**config.mk**
```make
export PLATFORM = sky130hd
export DESIGN_NAME = usb_rx_packet
export DESIGN_NICKNAME = d
export VERILOG_FILES = /design/src/rtl/usb_pkg.sv /design/src/rtl/usb_crc16.sv /design/src/rtl/usb_rx_packet.sv
export SDC_FILE = /design/constraint.sdc
export NUM_CORES = 1
export LEC_CHECK = 0
export BUFFER_PORTS_ARGS = -buffer_cell sky130_fd_sc_hd__buf_2
export CAP_MARGIN = 0
export CORE_ASPECT_RATIO = 1.5
export CORE_UTILIZATION = 45
export CTS_CLUSTER_SIZE = 30
export DETAILED_ROUTE_END_ITERATION = 6
export GPL_TIMING_DRIVEN = 0
export HOLD_SLACK_MARGIN = 0.05
export PLACE_DENSITY = 0.7
export SLEW_MARGIN = 40
export SYNTH_ARGS = -nofsm -noshare
export SYNTH_HDL_FRONTEND = slang
export SYNTH_SLANG_ARGS = --single-unit
```
**constraint.sdc**
```tcl
create_clock -name CLK_60M -period 3.4 [get_ports CLK_60M]
set_clock_uncertainty 0.05 [all_clocks]
set_input_delay 0.68 -clock CLK_60M [delete_from_list [all_inputs] [get_ports CLK_60M]]
set_output_delay 0.68 -clock CLK_60M [all_outputs]
set_load 0.02 [all_outputs]
```
**src/rtl/usb_pkg.sv**
```systemverilog
// Shared constants and types for the USB receive packet decoder.
// PID codes, FSM encoding, CRC16/CRC5 seeds and good residuals.
package usb_pkg;

  localparam logic [3:0] PID_OUT   = 4'h1;
  localparam logic [3:0] PID_IN    = 4'h9;
  localparam logic [3:0] PID_SOF   = 4'h5;
  localparam logic [3:0] PID_SETUP = 4'hD;
  localparam logic [3:0] PID_PING  = 4'h4;
  localparam logic [3:0] PID_DATA0 = 4'h3;
  localparam logic [3:0] PID_DATA1 = 4'hB;
  localparam logic [3:0] PID_DATA2 = 4'h7;
  localparam logic [3:0] PID_MDATA = 4'hF;
  localparam logic [3:0] PID_ACK   = 4'h2;
  localparam logic [3:0] PID_NAK   = 4'hA;
  localparam logic [3:0] PID_STALL = 4'hE;
  localparam logic [3:0] PID_NYET  = 4'h6;
  localparam logic [3:0] PID_PRE   = 4'hC;
  localparam logic [3:0] PID_SPLIT = 4'h8;

  localparam logic [15:0] CRC16_INIT = 16'hFFFF;
  localparam logic [15:0] CRC16_RES  = 16'hB001;
  localparam logic [4:0]  CRC5_INIT  = 5'h1F;
  localparam logic [4:0]  CRC5_RES   = 5'b01100;

  typedef enum logic [2:0] {
    S_IDLE,
    S_TOKEN,
    S_DATA,
    S_HSK,
    S_DRAIN
  } state_t;

  typedef enum logic [2:0] {
    C_TOKEN,
    C_SOF,
    C_DATA,
    C_HSK,
    C_BAD
  } pid_class_t;

  function automatic pid_class_t pid_class(
    input logic [7:0] b
  );
    pid_class_t c;
    c = C_BAD;
    if (b[7:4] == ~b[3:0]) begin
      unique case (b[3:0])
        PID_OUT, PID_IN,
        PID_SETUP, PID_PING: c = C_TOKEN;
        PID_SOF:             c = C_SOF;
        PID_DATA0, PID_DATA1,
        PID_DATA2, PID_MDATA: c = C_DATA;
        PID_ACK, PID_NAK,
        PID_STALL, PID_NYET: c = C_HSK;
        PID_PRE, PID_SPLIT:  c = C_BAD;
        default:             c = C_BAD;
      endcase
    end
    return c;
  endfunction

  // Residual of the 16 token bits (11 field + 5 CRC), LSB first.
  function automatic logic [4:0] crc5_calc(
    input logic [15:0] bits
  );
    logic [4:0] c;
    c = CRC5_INIT;
    for (int i = 0; i < 16; i++) begin
      if (bits[i] ^ c[4])
        c = {c[3:0], 1'b0} ^ 5'h05;
      else
        c = {c[3:0], 1'b0};
    end
    return c;
  endfunction

endpackage

```
**src/rtl/usb_crc16.sv**
```systemverilog
// Byte-wide combinational CRC16 update (poly 0x8005, reflected, LSB first).
// Used by the packet decoder over all bytes following the PID.
module usb_crc16 (
  input  logic [15:0] crc_in,
  input  logic [7:0]  data,
  output logic [15:0] crc_out
);

  logic [15:0] c;

  always_comb begin
    c = crc_in;
    for (int i = 0; i < 8; i++) begin
      if (c[0] ^ data[i])
        c = (c >> 1) ^ 16'hA001;
      else
        c = c >> 1;
    end
  end

  assign crc_out = c;

endmodule

```
**src/rtl/usb_rx_packet.sv**
```systemverilog
// USB receive packet decoder: token/SOF/data/handshake classification.
// Optional USB_RX_CRC5_EN adds CRC5 checking of token and SOF packets.
module usb_rx_packet
  import usb_pkg::*;
#(
  parameter int MAX_PAYLOAD = 1024
) (
  input  logic        CLK_60M,
  input  logic        RST_USB,
  input  logic [7:0]  USB_DATA_OUT,
  input  logic        USB_DATA_OUT_STRB,
  input  logic        USB_DATA_OUT_END,
  input  logic        USB_DATA_OUT_FAIL,
  output logic [3:0]  PID,
  output logic        TOKEN_STRB,
  output logic [6:0]  TOKEN_ADDR,
  output logic [3:0]  TOKEN_ENDP,
  output logic        SOF_STRB,
  output logic [10:0] FRAME_NUM,
  output logic [7:0]  DATA_BYTE,
  output logic        DATA_STRB,
  output logic        DATA_END,
  output logic        DATA_ERR,
  output logic        HSK_STRB,
  output logic        PKT_ERR
);

  localparam int CW = $clog2(MAX_PAYLOAD + 4);

  state_t        state, st, nxt;
  pid_class_t    cls;
  logic [CW-1:0] cnt, cnt_n;
  logic [15:0]   crc, crc_n, crc_upd;
  logic [7:0]    h0, h1, h0_n, h1_n;
  logic          is_sof, sof_n;
  logic          tok_ok;
  logic [3:0]    pid_n;
  logic [7:0]    byte_n;
  logic [6:0]    addr_n;
  logic [3:0]    endp_n;
  logic [10:0]   frame_n;
  logic          tok_s, sof_s, dstrb_s;
  logic          dend_s, derr_s, hsk_s, perr_s;

  usb_crc16 u_crc16 (
    .crc_in  (crc),
    .data    (USB_DATA_OUT),
    .crc_out (crc_upd)
  );

  assign cls = pid_class(USB_DATA_OUT);

  always_comb begin
    st      = state;
    nxt     = state;
    cnt_n   = cnt;
    crc_n   = crc;
    h0_n    = h0;
    h1_n    = h1;
    sof_n   = is_sof;
    pid_n   = PID;
    byte_n  = DATA_BYTE;
    addr_n  = TOKEN_ADDR;
    endp_n  = TOKEN_ENDP;
    frame_n = FRAME_NUM;
    tok_ok  = 1'b0;
    tok_s   = 1'b0;
    sof_s   = 1'b0;
    dstrb_s = 1'b0;
    dend_s  = 1'b0;
    derr_s  = 1'b0;
    hsk_s   = 1'b0;
    perr_s  = 1'b0;
    if (USB_DATA_OUT_FAIL && state != S_IDLE) begin
      perr_s = 1'b1;
      derr_s = (state == S_DATA);
      nxt    = S_IDLE;
    end else begin
      if (USB_DATA_OUT_STRB) begin
        case (state)
          S_IDLE: begin
            cnt_n = '0;
            crc_n = CRC16_INIT;
            sof_n = (cls == C_SOF);
            if (cls == C_BAD) begin
              perr_s = 1'b1;
              st     = S_DRAIN;
            end else begin
              pid_n = USB_DATA_OUT[3:0];
              case (cls)
                C_TOKEN, C_SOF: st = S_TOKEN;
                C_DATA:         st = S_DATA;
                default:        st = S_HSK;
              endcase
            end
          end
          S_TOKEN: begin
            h0_n = h1;
            h1_n = USB_DATA_OUT;
            if (cnt != CW'(3))
              cnt_n = cnt + CW'(1);
          end
          S_DATA: begin
            if (cnt == CW'(MAX_PAYLOAD + 2)) begin
              derr_s = 1'b1;
              perr_s = 1'b1;
              st     = S_DRAIN;
            end else begin
              cnt_n = cnt + CW'(1);
              crc_n = crc_upd;
              h0_n  = h1;
              h1_n  = USB_DATA_OUT;
              // The two newest bytes may be CRC, so emit the one behind them.
              if (cnt >= CW'(2)) begin
                dstrb_s = 1'b1;
                byte_n  = h0;
              end
            end
          end
          S_HSK: begin
            perr_s = 1'b1;
            st     = S_DRAIN;
          end
          default: ;
        endcase
      end
      nxt = st;
      if (USB_DATA_OUT_END) begin
        case (st)
          S_TOKEN: begin
            nxt = S_IDLE;
`ifdef USB_RX_CRC5_EN
            tok_ok = (cnt_n == CW'(2)) &&
                     (crc5_calc({h1_n, h0_n}) == CRC5_RES);
`else
            tok_ok = (cnt_n == CW'(2));
`endif
            if (!tok_ok) begin
              perr_s = 1'b1;
            end else if (sof_n) begin
              sof_s   = 1'b1;
              frame_n = {h1_n[2:0], h0_n};
            end else begin
              tok_s  = 1'b1;
              addr_n = h0_n[6:0];
              endp_n = {h1_n[2:0], h0_n[7]};
            end
          end
          S_DATA: begin
            nxt = S_IDLE;
            if (cnt_n >= CW'(2) && crc_n == CRC16_RES) begin
              dend_s = 1'b1;
            end else begin
              derr_s = 1'b1;
              perr_s = 1'b1;
            end
          end
          S_HSK: begin
            nxt   = S_IDLE;
            hsk_s = 1'b1;
          end
          S_DRAIN: nxt = S_IDLE;
          default: ;
        endcase
      end
    end
  end

  always_ff @(posedge CLK_60M) begin
    if (RST_USB) begin
      state      <= S_IDLE;
      cnt        <= '0;
      crc        <= CRC16_INIT;
      h0         <= '0;
      h1         <= '0;
      is_sof     <= 1'b0;
      PID        <= '0;
      TOKEN_STRB <= 1'b0;
      TOKEN_ADDR <= '0;
      TOKEN_ENDP <= '0;
      SOF_STRB   <= 1'b0;
      FRAME_NUM  <= '0;
      DATA_BYTE  <= '0;
      DATA_STRB  <= 1'b0;
      DATA_END   <= 1'b0;
      DATA_ERR   <= 1'b0;
      HSK_STRB   <= 1'b0;
      PKT_ERR    <= 1'b0;
    end else begin
      state      <= nxt;
      cnt        <= cnt_n;
      crc        <= crc_n;
      h0         <= h0_n;
      h1         <= h1_n;
      is_sof     <= sof_n;
      PID        <= pid_n;
      TOKEN_STRB <= tok_s;
      TOKEN_ADDR <= addr_n;
      TOKEN_ENDP <= endp_n;
      SOF_STRB   <= sof_s;
      FRAME_NUM  <= frame_n;
      DATA_BYTE  <= byte_n;
      DATA_STRB  <= dstrb_s;
      DATA_END   <= dend_s;
      DATA_ERR   <= derr_s;
      HSK_STRB   <= hsk_s;
      PKT_ERR    <= perr_s;
    end
  end

endmodule
```
* Word-level counts from Yosys, hierarchy flattened
Memory sizes are Yosys's and may differ from the RTL's.
Index checks and enable logic that the tools add are counted.
Widths: inputs -> output; s select.
** Cells by class
- $add $sub $neg :: 1
- Magnitude comparators :: 2
- Equality and inequality tests :: 16
- Muxes and demuxes :: 55
- Bitwise logic cells :: 27
- Reductions and logical operators :: 18
** Operator list (number)
- $mux 16 :: 11
- $mux 11 :: 4
- $pmux 11 s3 :: 1
- $pmux 16 s2 :: 1
- $pmux 8 s2 :: 2
- $mux 3 :: 8
- $mux 8 :: 3
- $not 2->3 :: 8
- $ge 11x2->1 const B :: 2
- $mux 1 :: 21
- $eq 16x16->1 const B :: 1
- $eq 3x2->1 const B :: 5
- $reduce_and 5->1 :: 3
- $add 11x1->11 const B :: 1
- $eq 11x11->1 const B :: 1
- $eq 11x2->1 const B :: 1
- $ne 11x2->1 const B :: 1
- $not 1->1 :: 10
- $reduce_or 5->1 :: 2
- $eq 3x1->1 const B :: 3
- $pmux 3 s3 :: 1
- $reduce_and 4->1 :: 2
- $reduce_or 4->1 :: 2
- $xor 1x1->1 :: 8
- 13 further kinds :: 17
** Storage, ports and cells
- Register bits :: 88
- Bits in read-only memories :: 48
- Word-level logic and storage cells :: 139
- Memories kept :: 1
** Memories
- (no name shown) :: words 16, bits a word 3, rd ports 1, clocked after memory_dff 0, write ports 0, line usb_pkg.sv:48 : unique case (b[3:0])

* Longest topological paths before layout
Gate-level depths: netlist of the first run.
- Word-level depth :: 26
- Depth in mapped cells :: 11
- Mapped depth without buffers :: 10

* Cells and area by module
A second synthesis of the first run with hierarchy kept.
** Second synthesis, totals
- Cells, all modules :: 622
- Area total of the unflattened synthesis :: 5088.6 sq um
** Modules (own cells, without submodules)
- usb_rx_packet :: times used 1, cells each 596, area an instance 4837.1 sq um, seq. area each 1761.7 sq um
- usb_crc16 :: times used 1, cells each 26, area an instance 251.5 sq um, seq. area each 0.0 sq um

* Worst setup path after synthesis of the first run
No wires, ideal clock.
- Path type :: input-to-reg
- Start point :: input port USB_DATA_OUT_STRB
- End point :: register TOKEN_ADDR[0]
- Setup time :: 126 ps
- Arrival time :: 2901 ps
- Required time :: 3224 ps
- Path slack :: 322 ps
- Stages :: 10
- Buffers on the path :: 2
- Path through :: clkbuf_1 and2b_1 a21oi_1 a31oi_1 o41ai_1 or4_1 nor3_1 nand4_1 buf_2 mux2i_1
** On the way
- Cells in the longest elaborated chain, start to end :: 4
- Elaborated cells on any way between the ends :: 11
- Classes of those cells :: 2 x eq/ne; 7 x mux; 1 x bitwise; 1 x reduce/logical
** Ends and longest elaborated chain
- from (decl) :: line usb_rx_packet.sv:11 : input logic USB_DATA_OUT_STRB,
- $mux 11 (tied with other cells) :: line usb_rx_packet.sv:79 : if (USB_DATA_OUT_STRB) begin
- $mux 11 (tied with other cells) :: line usb_rx_packet.sv:74 : if (USB_DATA_OUT_FAIL && state != S_IDLE) begin
- $eq 11x2->1 (tied with other cells) :: line usb_rx_packet.sv:136 : tok_ok = (cnt_n == CW'(2));
- $reduce_and 5->1 (no source line)
- to (signal assigned) :: line usb_rx_packet.sv:198 : TOKEN_ADDR <= addr_n;
- to (decl) :: line usb_rx_packet.sv:16 : output logic [6:0] TOKEN_ADDR,
Several ways; a longest one is shown, not always the timed one. The select of a mux whose other input is x is not followed.
A chain may end at the register's enable or synchronous reset.

* Final worst setup path of the first run
- Start point :: register cnt[4]
- End point :: register DATA_ERR
** On the way
- Cells in the longest elaborated chain, start to end :: 11
- Elaborated cells on any way between the ends :: 27
- Classes of those cells :: 1 x add/sub; 1 x order compare; 4 x eq/ne; 20 x mux; 1 x reduce/logical
** Ends and longest elaborated chain
- from (decl) :: line usb_rx_packet.sv:32 : logic [CW-1:0] cnt, cnt_n;
- from (signal assigned) :: line usb_rx_packet.sv:191 : cnt <= cnt_n;
- $add 11x1->11 (tied with other cells) :: line usb_rx_packet.sv:101, usb_rx_packet.sv:109
- $mux 11 (tied with other cells) :: line usb_rx_packet.sv:104 : if (cnt == CW'(MAX_PAYLOAD + 2)) begin
- $pmux 11 s3 / $pmux 16 s2 (equally long branches) :: line usb_rx_packet.sv:80 : case (state)
- $mux 11 / $mux 16 (equally long branches) :: line usb_rx_packet.sv:79
- $mux 11 / $mux 16 (equally long branches) :: line usb_rx_packet.sv:74
- $ge 11x2->1 / $eq 16x16->1 (equally long branches) :: line usb_rx_packet.sv:151 : if (cnt_n >= CW'(2) && crc_n == CRC16_RES) begin
- $logic_and 1x1->1 :: line usb_rx_packet.sv:151
- $mux 1 :: line usb_rx_packet.sv:151
- $mux 1 :: line usb_rx_packet.sv:129 : case (st)
- $mux 1 (*) :: line usb_rx_packet.sv:128 : if (USB_DATA_OUT_END) begin
- $mux 1 (*) :: line usb_rx_packet.sv:74
- to (signal assigned) :: line usb_rx_packet.sv:205 : DATA_ERR <= derr_s;
- to (decl) :: line usb_rx_packet.sv:23 : output logic DATA_ERR,
Mark *: on every way between the ends. The rest lies on a longest branch, timed or not. The select of a mux whose other input is x is not followed.

==> results of run 1 <==
## synthesized netlist by cell type, types with 5 or more instances
cell | count | area share
nor3_1 | 16 | 0.017
or2_2 | 14 | 0.019
inv_1 | 10 | 0.0079
o22ai_1 | 9 | 0.012
or3_1 | 7 | 0.0093
mux2i_1 | 43 | 0.091
xor2_1 | 10 | 0.019
o21ai_0 | 20 | 0.021
dfxtp_1 | 88 | 0.37
nor2_1 | 58 | 0.046
nand3_1 | 9 | 0.0095
clkbuf_1 | 29 | 0.023
xnor2_1 | 13 | 0.024
nand2b_1 | 39 | 0.052
a31oi_1 | 8 | 0.011
and2_1 | 5 | 0.0066
nor4_1 | 7 | 0.0093
nand4_1 | 7 | 0.0093
nand2_1 | 53 | 0.042
a21oi_1 | 40 | 0.042
## through the flow
step / TNS [ps] / setup slack [ps] / hold WS, ps / cells / cell area, µm²
after global placement: -10060 / -457 / 403 / 759 / 5150
after CTS: -5.64 / -5.64 / 419 / 776 / 5460
after floorplan: 0 / 322 / 394 / 567 / 4720
final: 0 / 84.0 / 418 / 776 / 5530
after global routing: 0 / 9.12 / 443 / 776 / 5530
after detailed placement: -10240 / -472 / 410 / 759 / 5150
## critical path, cell delays in order, from the launching register on
cell and delay, ps:
dfxtp_1 300, clkbuf_1 200, or4_4 580, nor3_4 210
a21boi_4 130, or3_1 340, a2111oi_2 400, o211ai_1 280
o41ai_2 500, a221oi_1 170
## report_power, final
part	switching (W)	leakage, nW	internal (W)
Combinational	0.000272	1.46	0.000154
Clock	0.000455	0.130	0.000505
Sequential	0.0000233	0.712	0.00105
## worst paths after layout
path	from	slack, ps	end
max	cnt[4]$_SDFFE_PP0N_	80	DATA_ERR$_SDFF_PP0_
min	h1[7]$_SDFFE_PP0P_	420	h1[7]$_SDFFE_PP0P_
max reg2reg	cnt[4]$_SDFFE_PP0N_	80	DATA_ERR$_SDFF_PP0_
min reg2reg	h1[7]$_SDFFE_PP0P_	420	h1[7]$_SDFFE_PP0P_
## final cells by class
| cell class | count | area (µm²) | share of cell area |
|---|---|---|---|
| multi-input combinational | 435 | 2870 | 0.518 |
| sequential | 88 | 1760 | 0.319 |
| timing repair buffer | 54 | 278 | 0.0502 |
| clock buffer | 10 | 229 | 0.0414 |
| tap | 141 | 176 | 0.0319 |
| buffer | 32 | 134 | 0.0242 |
| clock inverter | 6 | 50.0 | 0.00904 |
| inverter | 10 | 37.5 | 0.00678 |
## registers in the layout, indices dropped and copies added, names as in the netlist
signal      flops
crc            16
FRAME_NUM      11
cnt            11
DATA_BYTE       8
h0              8
h1              8
TOKEN_ADDR      7
PID             4
TOKEN_ENDP      4
state           3
DATA_END        1
DATA_ERR        1
DATA_STRB       1
HSK_STRB        1
PKT_ERR         1
SOF_STRB        1
TOKEN_STRB      1
is_sof          1
## logic make-up after synthesis
family,after synthesis,synth area share
compound gates,124,0.171
xor+xnor,26,0.0570
fa+ha+maj,4,0.0106
buf+inv,44,0.0376
flops,88,0.373
mux,43,0.0911
simple gates,238,0.260
## layer usage
metal	routed length [µm]	part of all wire	up-vias	global-route usage
li1	-	-	2129	-
met1	5330	0.38	2087	0.265
met2	7490	0.53	160	0.496
met3	538	0.038	47	0.0362
met4	709	0.050	0	0.163
met5	0	0	-	0
## what timing repair did
item,4_1_cts,5_1_grt
endpoints found under the setup margin,24,23
setup buffers,1,2
gates resized for setup,4,14
hold buffers,0,0
pin swaps,1,2
==> results.sh, run 1 <==
export IMPL_status="finished, final reports clean"
export IMPL_slew_headroom=0.476
export IMPL_arrival_ps=3460
export IMPL_fp_row_count=45
export IMPL_hold_path_class="reg2reg"
export IMPL_peakVddDrop_v=0.000346
export IMPL_fmax_ghz=0.302
export IMPL_syn_inst=567
export IMPL_numCtsBuffers=9
export IMPL_firstDrtPassIters=5
export IMPL_yosys_warnings=0
export IMPL_grt_pass1_wl_mm=22.0
export IMPL_syn_area_per_cell_um2=8.33
export IMPL_num_fill_cells=975
export IMPL_ys_async_sr_fraction=0
export IMPL_cts_sinks=88
export IMPL_start_kind="flip-flop"
export IMPL_worstSetupEndpointType="flip-flop"
export IMPL_yosysUniqueCellTypes=67
export IMPL_grt_usage=0.262
export IMPL_power_density_nw_per_um2=445
export IMPL_leakagePower_nw=2.30
export IMPL_hold_viol=0
export IMPL_power_w=0.00246
export IMPL_io_pins=54
export IMPL_ant_nets=0
export IMPL_synthesis_area_um2=4720
export IMPL_fin_crit_ps=3320
export IMPL_dpl_hpwl_mm=10.7
export IMPL_drt_iter0_drc=259
export IMPL_maxCapViolCount=0
export IMPL_yosys_most_used_dff="dfxtp_1"
export IMPL_cp_max_fo=8
export IMPL_seq_area_frac_synth=0.373
export IMPL_cts_path_max_buffers=2
export IMPL_cts_root_buf="clkbuf_16"
export IMPL_portBuffers=51
export IMPL_critPathKind="reg2reg"
export IMPL_n_antenna_cell=0
export IMPL_final_cell_mix="dfxtp_1 (87), nor2_1 (58), buf_2 (55)"
export IMPL_vias=4423
export IMPL_setup_violations_final=0
export IMPL_grt_max_degree=17
export IMPL_clkSlewWorstSetupHoldPaths_ps=70
export IMPL_ys_ff_latch=88
export IMPL_syn_num_nets=584
export IMPL_overflow=0
export IMPL_routed_wl_mm=14.1
export IMPL_first_global_vias=4406
export IMPL_coreArea_um2=10200
export IMPL_die_area_um2=10900
export IMPL_wire_per_inst_um=18.1
export IMPL_start_util=0.463
export IMPL_rsz0062_at_grt="no"
export IMPL_vias_per_cell=5.70
export IMPL_drc=0
export IMPL_place_congestion=0.989
export IMPL_final_layout_size_suffix_gt1_frac=0.178
export IMPL_fin_util=0.543
export IMPL_mostFrequentLayoutCell="dfxtp_1"
export IMPL_crit_required_ps=3540
export IMPL_cts_tree="done"
export IMPL_slew_viol_final=0
export IMPL_ff2ff_path_depth=9
export IMPL_antenna_found_initial=0
export IMPL_final_nets=647
export IMPL_finalCritPeriodShare=0.975
export IMPL_die_h_um=127
export IMPL_syn2layout_area_growth_pct=17.2
export IMPL_clkLatencyLatePin_ps=350
export IMPL_whs_path_depth=2
export IMPL_die_w_um=85.7
export IMPL_h_tree_depth=3
export IMPL_worst_pin_slew_ps=780
export IMPL_synth_edf_count=0
(Power assumes the default switching activity.)
==> run 2: changes to the inputs <==
--- a/config.mk
+++ b/config.mk
@@ -13,7 +13,7 @@
 export DETAILED_ROUTE_END_ITERATION = 6
 export GPL_TIMING_DRIVEN = 0
 export HOLD_SLACK_MARGIN = 0.05
-export PLACE_DENSITY = 0.7
+export PLACE_DENSITY = 0.73
 export SLEW_MARGIN = 40
 export SYNTH_ARGS = -nofsm -noshare
 export SYNTH_HDL_FRONTEND = slang
==> constraint.sdc (replaced) <==
create_clock -name CLK_60M -period 2.9 [get_ports CLK_60M]
set_clock_uncertainty 0.05 [all_clocks]
set_input_delay 0.58 -clock CLK_60M [delete_from_list [all_inputs] [get_ports CLK_60M]]
set_output_delay 0.58 -clock CLK_60M [all_outputs]
set_load 0.02 [all_outputs]
==> results.sh, run 2 (same netlist as run 1, synthesis figures left out) <==
export IMPL_power_density_nw_per_um2=522
export IMPL_hold_viol=0
export IMPL_place_congestion=0.961
export IMPL_finalSetupTns_ps=-398
export IMPL_cp_num_buf_inv=2
export IMPL_clkSlewWorstSetupHoldPaths_ps=70
export IMPL_slowest_delay_ps=430
export IMPL_routed_wl_mm=13.9
export IMPL_worstSetupEndpointType="flip-flop"
export IMPL_critPathSlowestCell="xnor3_1"
export IMPL_firstDrtPassIters=5
export IMPL_vias=4567
export IMPL_final_cell_mix="dfxtp_1 (81), nor2_1 (58), buf_2 (53)"
export IMPL_critPathTopFamily="XOR/XNOR gates"
export IMPL_hold_path_class="in2reg"
export IMPL_rsz0062_at_grt="yes"
export IMPL_start_util=0.463
export IMPL_regMostFlops="crc"
export IMPL_fin_crit_ps=3060
export IMPL_cts_path_max_buffers=2
export IMPL_portBuffers=51
export IMPL_maxCapViolCount=0
export IMPL_slew_viol_final=0
export IMPL_die_h_um=127
export IMPL_fmax_ghz=0.327
export IMPL_final_nets=656
export IMPL_clkLatencyLatePin_ps=350
export IMPL_cts_root_buf="clkbuf_16"
export IMPL_ant_nets=0
export IMPL_reg2reg_slack_ps=-140
export IMPL_cp_max_fo=6
export IMPL_cp_common_cell="xor2_1"
export IMPL_crit_required_ps=3050
export IMPL_critPathKind="in2reg"
export IMPL_antenna_found_initial=0
export IMPL_biggestRegsByFlops="crc (16), FRAME_NUM (11), cnt (11)"
export IMPL_dpl_hpwl_mm=10.2
export IMPL_hold_buffers=0
export IMPL_largest_reg_flops=16
export IMPL_peakVddDrop_v=0.000361
export IMPL_crit_path_cell_trace="clkbuf_2 > xnor2_1 > xor2_1 > xnor3_1 > xor2_1 > nor2_1 > nand4b_1 > o41ai_2 > buf_4 > a221oi_2"
export IMPL_final_layout_size_suffix_gt1_frac=0.236
export IMPL_setup_violations_final=9
export IMPL_numCtsBuffers=9
export IMPL_status="finished with violations"
export IMPL_die_area_um2=10900
export IMPL_vias_per_cell=5.82
export IMPL_power_w=0.00302
export IMPL_h_tree_depth=3
export IMPL_start_kind="input port"
export IMPL_cts_tree="done"
export IMPL_grt_pass1_wl_mm=21.7
export IMPL_grt_usage=0.257
export IMPL_io_pins=54
export IMPL_die_w_um=85.7
export IMPL_first_global_vias=4412
export IMPL_arrival_ps=3210
export IMPL_syn2layout_area_growth_pct=22.5
export IMPL_drt_iter0_drc=331
export IMPL_setup_ws_ps=-161
export IMPL_leakagePower_nw=2.43
export IMPL_cts_sinks=88
export IMPL_stdcell_count=785
export IMPL_slew_headroom=0.512
export IMPL_finalCritPeriodShare=1.06
export IMPL_place_inst=759
export IMPL_overflow=0
export IMPL_violations="negative setup slack"
export IMPL_drc=0
export IMPL_n_antenna_cell=0
export IMPL_wire_per_inst_um=17.8
export IMPL_coreArea_um2=10200
export IMPL_fp_row_count=45
export IMPL_worst_pin_slew_ps=727
export IMPL_mostFrequentLayoutCell="dfxtp_1"
export IMPL_grt_max_degree=17
run 2: routing by layer:
metal  wire length (µm)  track usage  vias to the layer above  share of wire
met1               5110        0.261                     2154           0.37
met5                  0            0                        -              0
met3                729       0.0484                       50          0.052
met2               7470        0.473                      204           0.54
li1                   -            -                     2159              -
met4                636        0.165                        0          0.046
run 2: final timing paths:
check                        endpoint  cells after the start                start
setup / recovery  DATA_ERR$_SDFF_PP0_                     10      USB_DATA_OUT[2]
hold / removal    state[2]$_SDFF_PP0_                      2     USB_DATA_OUT_END
setup reg to reg  DATA_ERR$_SDFF_PP0_                      9  cnt[4]$_SDFFE_PP0N_
hold reg to reg    h1[4]$_SDFFE_PP0P_                      2   h1[4]$_SDFFE_PP0P_
run 2: where the power goes:
part           internal [W]  leakage, nW  switching [W]  total [W]
sequential          0.00123        0.716      0.0000272    0.00126
combinational      0.000198         1.56       0.000330   0.000529
clock              0.000705        0.156       0.000524    0.00123
total               0.00214         2.43       0.000881    0.00302
run 2: final cells by class:
type                            instances  area, µm²
Clock buffer                           10        239
Multi-Input combinational cell        435       2980
Clock inverter                          6       72.6
Buffer                                 29        133
Timing Repair Buffer                   66        372
Inverter                               10       37.5
Sequential cell                        88       1780
Fill cell                             901       4410
Tap cell                              141        176
run 2: timing repair:
item,in CTS,in global routing
resized for setup,46,11
endpoints found under the setup margin,42,35
pin swaps,11,3
setup buffers,11,3
cloned,0,1
run 2: worst register-to-register path: stages (launching register included):
cell	delay [ps]
dfxtp_4	340
or4_4	580
nor3_4	250
a21boi_4	100
or3_1	370
a2111oi_2	300
o211ai_1	270
o41ai_2	390
buf_4	170
a221oi_2	60
run 2: metrics by stage:
step                      hold WS (ps)  setup slack, ps   util  cell area (µm²)
after detailed placement           411             -887  0.506             5160
after floorplan                    394            0.523      -             4730
after global routing               406             -224  0.568             5780
after global placement             404             -781  0.506             5160
after CTS                          390            -89.3  0.561             5720
final                              388             -161  0.568             5780
